### src/rtl/branch_redirect_if.sv
// EX-to-fetch redirect bundle: EX instruction in, redirect handshake and status out.
// The slave modport is the branch_redirect view; master is the surrounding pipeline.
interface branch_redirect_if #(
  parameter int unsigned AddrWidth = 32,
  parameter int unsigned CntWidth  = 16
) ();
  logic                 i_valid;
  logic                 i_is_branch;
  logic                 i_is_jump;
  logic                 i_cmp_result;
  logic [AddrWidth-1:0] i_pc;
  logic [AddrWidth-1:0] i_offset;
  logic                 o_ex_ready;
  logic                 o_redir_valid;
  logic [AddrWidth-1:0] o_redir_pc;
  logic                 i_redir_ready;
  logic                 o_flush;
  logic [CntWidth-1:0]  o_taken_cnt;

  modport slave (
    input  i_valid, i_is_branch, i_is_jump, i_cmp_result, i_pc, i_offset, i_redir_ready,
    output o_ex_ready, o_redir_valid, o_redir_pc, o_flush, o_taken_cnt
  );

  modport master (
    output i_valid, i_is_branch, i_is_jump, i_cmp_result, i_pc, i_offset, i_redir_ready,
    input  o_ex_ready, o_redir_valid, o_redir_pc, o_flush, o_taken_cnt
  );
endinterface

### src/rtl/branch_redirect.sv
// Execute-stage branch/jump resolver: issues a fetch redirect for taken control flow,
// holds a flush window afterwards and keeps a saturating count of completed redirects.
module branch_redirect #(
  parameter int unsigned AddrWidth   = 32,
  parameter int unsigned FlushCycles = 2,
  parameter int unsigned CntWidth    = 16
) (
  input logic              i_clk,
  input logic              i_rst,
  branch_redirect_if.slave bus
);

  localparam int unsigned DrainW = (FlushCycles > 1) ? $clog2(FlushCycles + 1) : 1;

  typedef enum logic [1:0] {StIdle, StRedirect, StDrain} state_e;

  state_e               state_q, state_d;
  logic [AddrWidth-1:0] pc_q, pc_d;
  logic [DrainW-1:0]    drain_q, drain_d;
  logic [CntWidth-1:0]  taken_q, taken_d;
  logic                 taken;

  // A set jump bit wins over the branch condition.
  assign taken = bus.i_is_jump | (bus.i_is_branch & bus.i_cmp_result);

  always_comb begin
    state_d = state_q;
    pc_d    = pc_q;
    drain_d = drain_q;
    taken_d = taken_q;
    unique case (state_q)
      StIdle: begin
        if (bus.i_valid && taken) begin
          pc_d    = bus.i_pc + bus.i_offset;
          state_d = StRedirect;
        end
      end
      StRedirect: begin
        if (bus.i_redir_ready) begin
          if (taken_q != '1) taken_d = taken_q + CntWidth'(1);
          if (FlushCycles == 0) begin
            state_d = StIdle;
          end else begin
            state_d = StDrain;
            drain_d = DrainW'(FlushCycles);
          end
        end
      end
      StDrain: begin
        if (drain_q <= DrainW'(1)) state_d = StIdle;
        else                       drain_d = drain_q - DrainW'(1);
      end
      default: state_d = StIdle;
    endcase
  end

  always_ff @(posedge i_clk or posedge i_rst) begin
    if (i_rst) begin
      state_q <= StIdle;
      pc_q    <= '0;
      drain_q <= '0;
      taken_q <= '0;
    end else begin
      state_q <= state_d;
      pc_q    <= pc_d;
      drain_q <= drain_d;
      taken_q <= taken_d;
    end
  end

  // All handshake outputs decode straight from state so reset clears them immediately.
  assign bus.o_ex_ready    = (state_q == StIdle);
  assign bus.o_redir_valid = (state_q == StRedirect);
  assign bus.o_flush       = (state_q == StRedirect) || (state_q == StDrain);
  assign bus.o_redir_pc    = pc_q;
  assign bus.o_taken_cnt   = taken_q;

endmodule

### src/flat_wrapper.sv
// flat-port wrapper written by rule: the top's interface ports become plain ports
module branch_redirect_flat 
#(
  parameter int unsigned AddrWidth   = 32,
  parameter int unsigned FlushCycles = 2,
  parameter int unsigned CntWidth    = 16
)
  (i_clk, i_rst, bus_i_valid, bus_i_is_branch, bus_i_is_jump, bus_i_cmp_result, bus_i_pc, bus_i_offset, bus_i_redir_ready, bus_o_ex_ready, bus_o_redir_valid, bus_o_redir_pc, bus_o_flush, bus_o_taken_cnt);
  branch_redirect_if #(.AddrWidth(AddrWidth), .CntWidth(CntWidth)) bus_i ();
  input logic i_clk;
  input logic i_rst;
  input wire logic [$bits(bus_i.i_valid)-1:0] bus_i_valid;
  input wire logic [$bits(bus_i.i_is_branch)-1:0] bus_i_is_branch;
  input wire logic [$bits(bus_i.i_is_jump)-1:0] bus_i_is_jump;
  input wire logic [$bits(bus_i.i_cmp_result)-1:0] bus_i_cmp_result;
  input wire logic [$bits(bus_i.i_pc)-1:0] bus_i_pc;
  input wire logic [$bits(bus_i.i_offset)-1:0] bus_i_offset;
  input wire logic [$bits(bus_i.i_redir_ready)-1:0] bus_i_redir_ready;
  output wire logic [$bits(bus_i.o_ex_ready)-1:0] bus_o_ex_ready;
  output wire logic [$bits(bus_i.o_redir_valid)-1:0] bus_o_redir_valid;
  output wire logic [$bits(bus_i.o_redir_pc)-1:0] bus_o_redir_pc;
  output wire logic [$bits(bus_i.o_flush)-1:0] bus_o_flush;
  output wire logic [$bits(bus_i.o_taken_cnt)-1:0] bus_o_taken_cnt;
  assign bus_i.i_valid = bus_i_valid;
  assign bus_i.i_is_branch = bus_i_is_branch;
  assign bus_i.i_is_jump = bus_i_is_jump;
  assign bus_i.i_cmp_result = bus_i_cmp_result;
  assign bus_i.i_pc = bus_i_pc;
  assign bus_i.i_offset = bus_i_offset;
  assign bus_i.i_redir_ready = bus_i_redir_ready;
  assign bus_o_ex_ready = bus_i.o_ex_ready;
  assign bus_o_redir_valid = bus_i.o_redir_valid;
  assign bus_o_redir_pc = bus_i.o_redir_pc;
  assign bus_o_flush = bus_i.o_flush;
  assign bus_o_taken_cnt = bus_i.o_taken_cnt;
  branch_redirect #(.AddrWidth(AddrWidth), .FlushCycles(FlushCycles), .CntWidth(CntWidth)) u_core (.i_clk(i_clk), .i_rst(i_rst), .bus(bus_i));
endmodule
### config.mk
export PLATFORM = sky130hd
export DESIGN_NAME = branch_redirect_flat
export DESIGN_NICKNAME = d
export VERILOG_FILES = /design/src/rtl/branch_redirect_if.sv /design/src/rtl/branch_redirect.sv /design/src/flat_wrapper.sv
export SDC_FILE = /design/constraint.sdc
export NUM_CORES = 1
export LEC_CHECK = 0
export BUFFER_PORTS_ARGS = -buffer_cell sky130_fd_sc_hd__buf_2
export CAP_MARGIN = 20
export CORE_MARGIN = 3
export CORE_UTILIZATION = 30
export CTS_CLUSTER_DIAMETER = 100
export DETAILED_ROUTE_END_ITERATION = 7
export GPL_TIMING_DRIVEN = 0
export MAX_ROUTING_LAYER = met4
export PLACE_DENSITY = 0.6
export SLEW_MARGIN = 10
export SYNTH_ARGS = -nofsm -noshare
export SYNTH_HDL_FRONTEND = slang
export SYNTH_SLANG_ARGS = --single-unit
### constraint.sdc
create_clock -name i_clk -period 1.65 [get_ports i_clk]
set_input_delay 0.0825 -clock i_clk [delete_from_list [all_inputs] [get_ports i_clk]]
set_output_delay 0.0825 -clock i_clk [all_outputs]
set_load 0.02 [all_outputs]
Word-level counts from Yosys, hierarchy flattened
Cells that the tools add are included.

Flip-flop bits (word level): 52. Input port bits: 71.

Add/sub/neg operators: 3. Order comparisons: 1. Equality and inequality tests: 7. Muxes and demuxes: 6. Bitwise gates (word level): 2. Reduce and logical (&&, ||, !) cells: 8.

Operator list (number): $add 32x32->32 (1); $add 16x1->16 const B (1); $ne 16x16->1 const B (1); $reduce_and 3->1 (3); $mux 2 (4); $pmux 2 s3 (1); $ne 2x1->1 const B (2); $ne 2x2->1 const B (2); $pmux 2 s2 (1); $eq 2x1->1 const B (1); $eq 2x2->1 const B (1); $le 2x1->1 const B (1); $logic_not 2->1 (1); $reduce_and 2->1 (1); $reduce_bool 2->1 (1); $sub 2x1->2 const B (1); $and 1x1->1 (1); $logic_and 1x1->1 (1); $logic_or 1x1->1 (1); $or 1x1->1 (1).

Logic depth before layout (Yosys ltp)
Depth in word-level cells: 5. Depth in mapped cells: 9. Mapped depth without buffers: 9.

Least setup slack after synthesis
No wires, ideal clock.

Path type: input to register. From: input port bus_i_offset[0]. To: register u_core.pc_q[28] (netlist: u_core.bus.o_redir_pc[28]). Arrival: 1.979 ns. Required time: 1.555 ns. Slack: -0.424 ns. Stages on the path: 9. Buffers on the path: 0. Path through: ha_1 -> fa_1 -> a21o_1 -> a31oi_1 -> o211ai_1 -> nand3_1 -> a2111oi_0 -> o31a_1 -> o31ai_1.

Word-level cells in the longest chain between the ends: 1.

Ends and longest elaborated chain: from (decl) (line flat_wrapper.sv:17) `input wire logic [$bits(bus_i.i_offset)-1:0] bus_i_offset;`; $add 32x32->32 (line branch_redirect.sv:34) `pc_d = bus.i_pc + bus.i_offset;`; to (signal assigned) (line branch_redirect.sv:65) `pc_q <= pc_d;`; to (decl) (line branch_redirect.sv:18) `logic [AddrWidth-1:0] pc_q, pc_d;`.

No other way between the ends. A chain may end at the register's enable or synchronous reset.

Final worst setup path
From: input port bus_i_offset[12]. To: register u_core.pc_q[31] (netlist: u_core.bus.o_redir_pc[31]).

Same word-level chain as after synthesis.

==> run summary <==
largest cells by area after synthesis -> dfrtp_1 32%, ha_1 11%, nand2_1 6.4%, xnor2_1 5.9%, o21ai_0 5.0%
Remaining DRCs -> 0
initial antenna violation count -> 0
Die X -> 122 microns
post-layout minimum cycle time -> 1830 ps
area leader, netlist -> dfrtp_1
gr usage total -> 17.5%
n_diodes -> 0
Mapped Area -> 4020 sq um
initial drt markers -> 341
dpl cells -> 765
Non-Filler Instances -> 808
IO Count -> 122
Worst R2R Path Depth -> 6
Multi-input gate area -> 3190 sq um
Worst Path Arrival -> 2020 ps
routed vias -> 4,239
Tightest Pin Transition -> 565 ps
nature of the critical path startpoint -> input port
number of synthesized register bits -> 52
Seq/Total Area, Yosys -> 32.4%
Root Buffer -> clkbuf_16
Fin Setup TNS -> -1800 ps
Max Fclk -> 546 MHz
Via density -> 5.25
Leakage Power -> 2.72 nW
Clock Latency Late Sink -> 300 ps
area of the die -> 14,800 sq um
Clock Path Buffers -> 2
area grow syn2layout -> 52.0%
cts bufs inserted -> 5
critical path peak fanout -> 6
worst clock skew -> 3.93 ps
# rows -> 41
Synth Warn # -> 0
Peak supply drop -> 418 uV
drt pass-1 iters -> 5
worst hold path type -> in2reg
TritonCTS clock tree -> yes
Final #Nets -> 743
worst hold stages -> 4
Mapped Cells -> 471
core area -> 12,900 sq um
vias in the first global route -> 4,153
final hold violations -> 0
Starting Density -> 31.2%
Period Utilization, post-route -> 111%
Layout fillers -> 1,241
slew margin rel. -> 62.3%
count of flip-flops with a built-in enable after synthesis -> 0
Reg area -> 1310 sq um
Buffers on Ports -> 121
antenna-violating nets left -> 0
asr flop ratio synth -> 100%
violated checks -> setup timing
critical path class -> in2reg
CTS H-Tree Depth -> 2
grt ovf -> 0
die height -> 122 microns
largest net degree at the start of global routing -> 29
GP Congestion -> 0.874
syn_area_per_cell -> 8.52 sq um
ys flop type -> dfrtp_1
Max Cap Viol -> 0
clock sinks -> 52
post-route setup slack -> -181 ps
Worst Setup End Kind -> flop
Max Slew Vio Count -> 0
syn_nets -> 579
final WL -> 13,100 microns
Final HPWL DP -> 9550 microns
final setup fails -> 22
WP data required -> 1840 ps
first-pass GRT wire length -> 20,600 microns
status -> finished, violations left
share of layout cells above drive strength 1 -> 44.0%
Worst-path clk slew -> 80 ps
area share of the largest cell type after synthesis -> 32.4%
pwr dens -> 1100 nW/um^2
RSZ-0062 raised after global routing -> true
synth unique cells -> 56
Avg WL per Cell -> 16.2 microns
-- synth_stat cells, types with 3 or more instances --
cell type	count
o21bai_1	4
or3_1	3
ha_1	36
a21o_1	16
xor2_1	9
nand2_1	68
nor2b_1	3
nand2b_1	6
dfrtp_1	52
o21ai_0	40
nor2_1	18
buf_2	3
o21a_1	6
a211oi_1	6
o31ai_1	4
inv_1	19
and3_1	4
o211ai_1	5
nor3_1	11
nor4_1	3
a31oi_1	6
xnor2_1	27
nand3_1	9
nand4_1	21
a21oi_1	36
clkbuf_1	15
a211o_1	4
-- critical path: stages --
cell	delay [ps]
buf_2	120
ha_4	280
a21o_1	220
a31oi_4	240
o2111ai_4	150
nor3_4	300
o31ai_4	90
a2111o_1	420
o311a_1	110
-- path summary, 6_finish.rpt --
check	start	end	slack [ps]
max	bus_i_offset[12]	u_core.bus.o_redir_pc[31]$_DFFE_PP0P_	-180
min	bus_i_pc[0]	u_core.bus.o_redir_pc[0]$_DFFE_PP0P_	80
max reg2reg	u_core.bus.o_taken_cnt[1]$_DFFE_PP0P_	u_core.bus.o_taken_cnt[8]$_DFFE_PP0P_	-150
min reg2reg	u_core.bus.o_redir_pc[13]$_DFFE_PP0P_	u_core.bus.o_redir_pc[13]$_DFFE_PP0P_	480
max in group asynchronous	i_rst	u_core.bus.o_taken_cnt[7]$_DFFE_PP0P_	700
min in group asynchronous	i_rst	u_core.bus.o_taken_cnt[10]$_DFFE_PP0P_	390
-- state kept, by name, indices dropped and copies added (netlist names) --
| register | cells |
|---|---|
| u_core.drain_q | 2 |
| u_core.bus.o_taken_cnt | 16 |
| u_core.state_q | 2 |
| u_core.bus.o_redir_pc | 32 |
-- report_power, final --
| part | total [mW] | switching, mW | internal (mW) |
|---|---|---|---|
| sequential | 2.04 | 0.308 | 1.73 |
| combinational | 3.53 | 2.11 | 1.42 |
| clock | 1.12 | 0.539 | 0.578 |
| total | 6.68 | 2.96 | 3.73 |
-- layout by cell type (no fill, tap or decap), types with 6 or more instances in the layout --
cell type  instances
xor2_1             9
buf_4             34
nand2_2            9
nand4_1           21
nand2_1           59
buf_6             23
ha_2               7
ha_4              14
nor2_1            17
a21oi_1           27
o21ai_1            9
ha_1              15
o21ai_0           29
dfrtp_1           44
dfrtp_2            8
xnor2_1           23
buf_2            110
inv_1             16
nand2b_1           6
nand3_1            8
a21o_1            16
a21oi_2            6
-- through the flow --
stage	worst slack, ps	cell area (sq um)	util (%)	hold slack [ps]	total power [mW]
final	-181	6100	47.4	77.3	6.68
after CTS	-182	5770	44.8	71.6	6.52
after floorplan	-348	4200	-	260	4.06
after global placement	-786	5020	39.0	410	5.03
after detailed placement	-799	5040	39.1	167	5.12
after global routing	-279	6100	47.4	76.8	7.15
-- timing repair --
action,CTS,global route
gates resized for setup,73,65
setup buffers,28,16
endpoints found under the hold margin,24,0
endpoints found under the setup margin,46,37
pin swaps,36,40
hold buffers,1,0
-- cell type report --
type,count,area share [%]
buffer,14,2.01
clock buffer,5,2.05
clock inverter,3,0.451
inverter,19,1.17
multi-input combinational,380,52.3
sequential,52,21.5
tap,172,3.53
timing repair buffer,163,17.0
-- routing by layer --
metal / up-vias / wire [microns] / GRT usage (%)
li1: 2053 / - / -
met1: 2033 / 5760 / 22.9
met2: 145 / 6520 / 29.7
met3: 8 / 711 / 2.18
met4: 0 / 98 / 2.59
met5: - / 0 / -
-- cell families after synthesis --
group | synth area share [%]
and+or+nand+nor | 18.0
DFF | 32.4
buffers and inverters | 3.74
AOI/OAI and AO/OA | 26.3
xor gates and xnor gates | 7.85
adders and majority gates | 11.7
(Power assumes the default switching activity.)
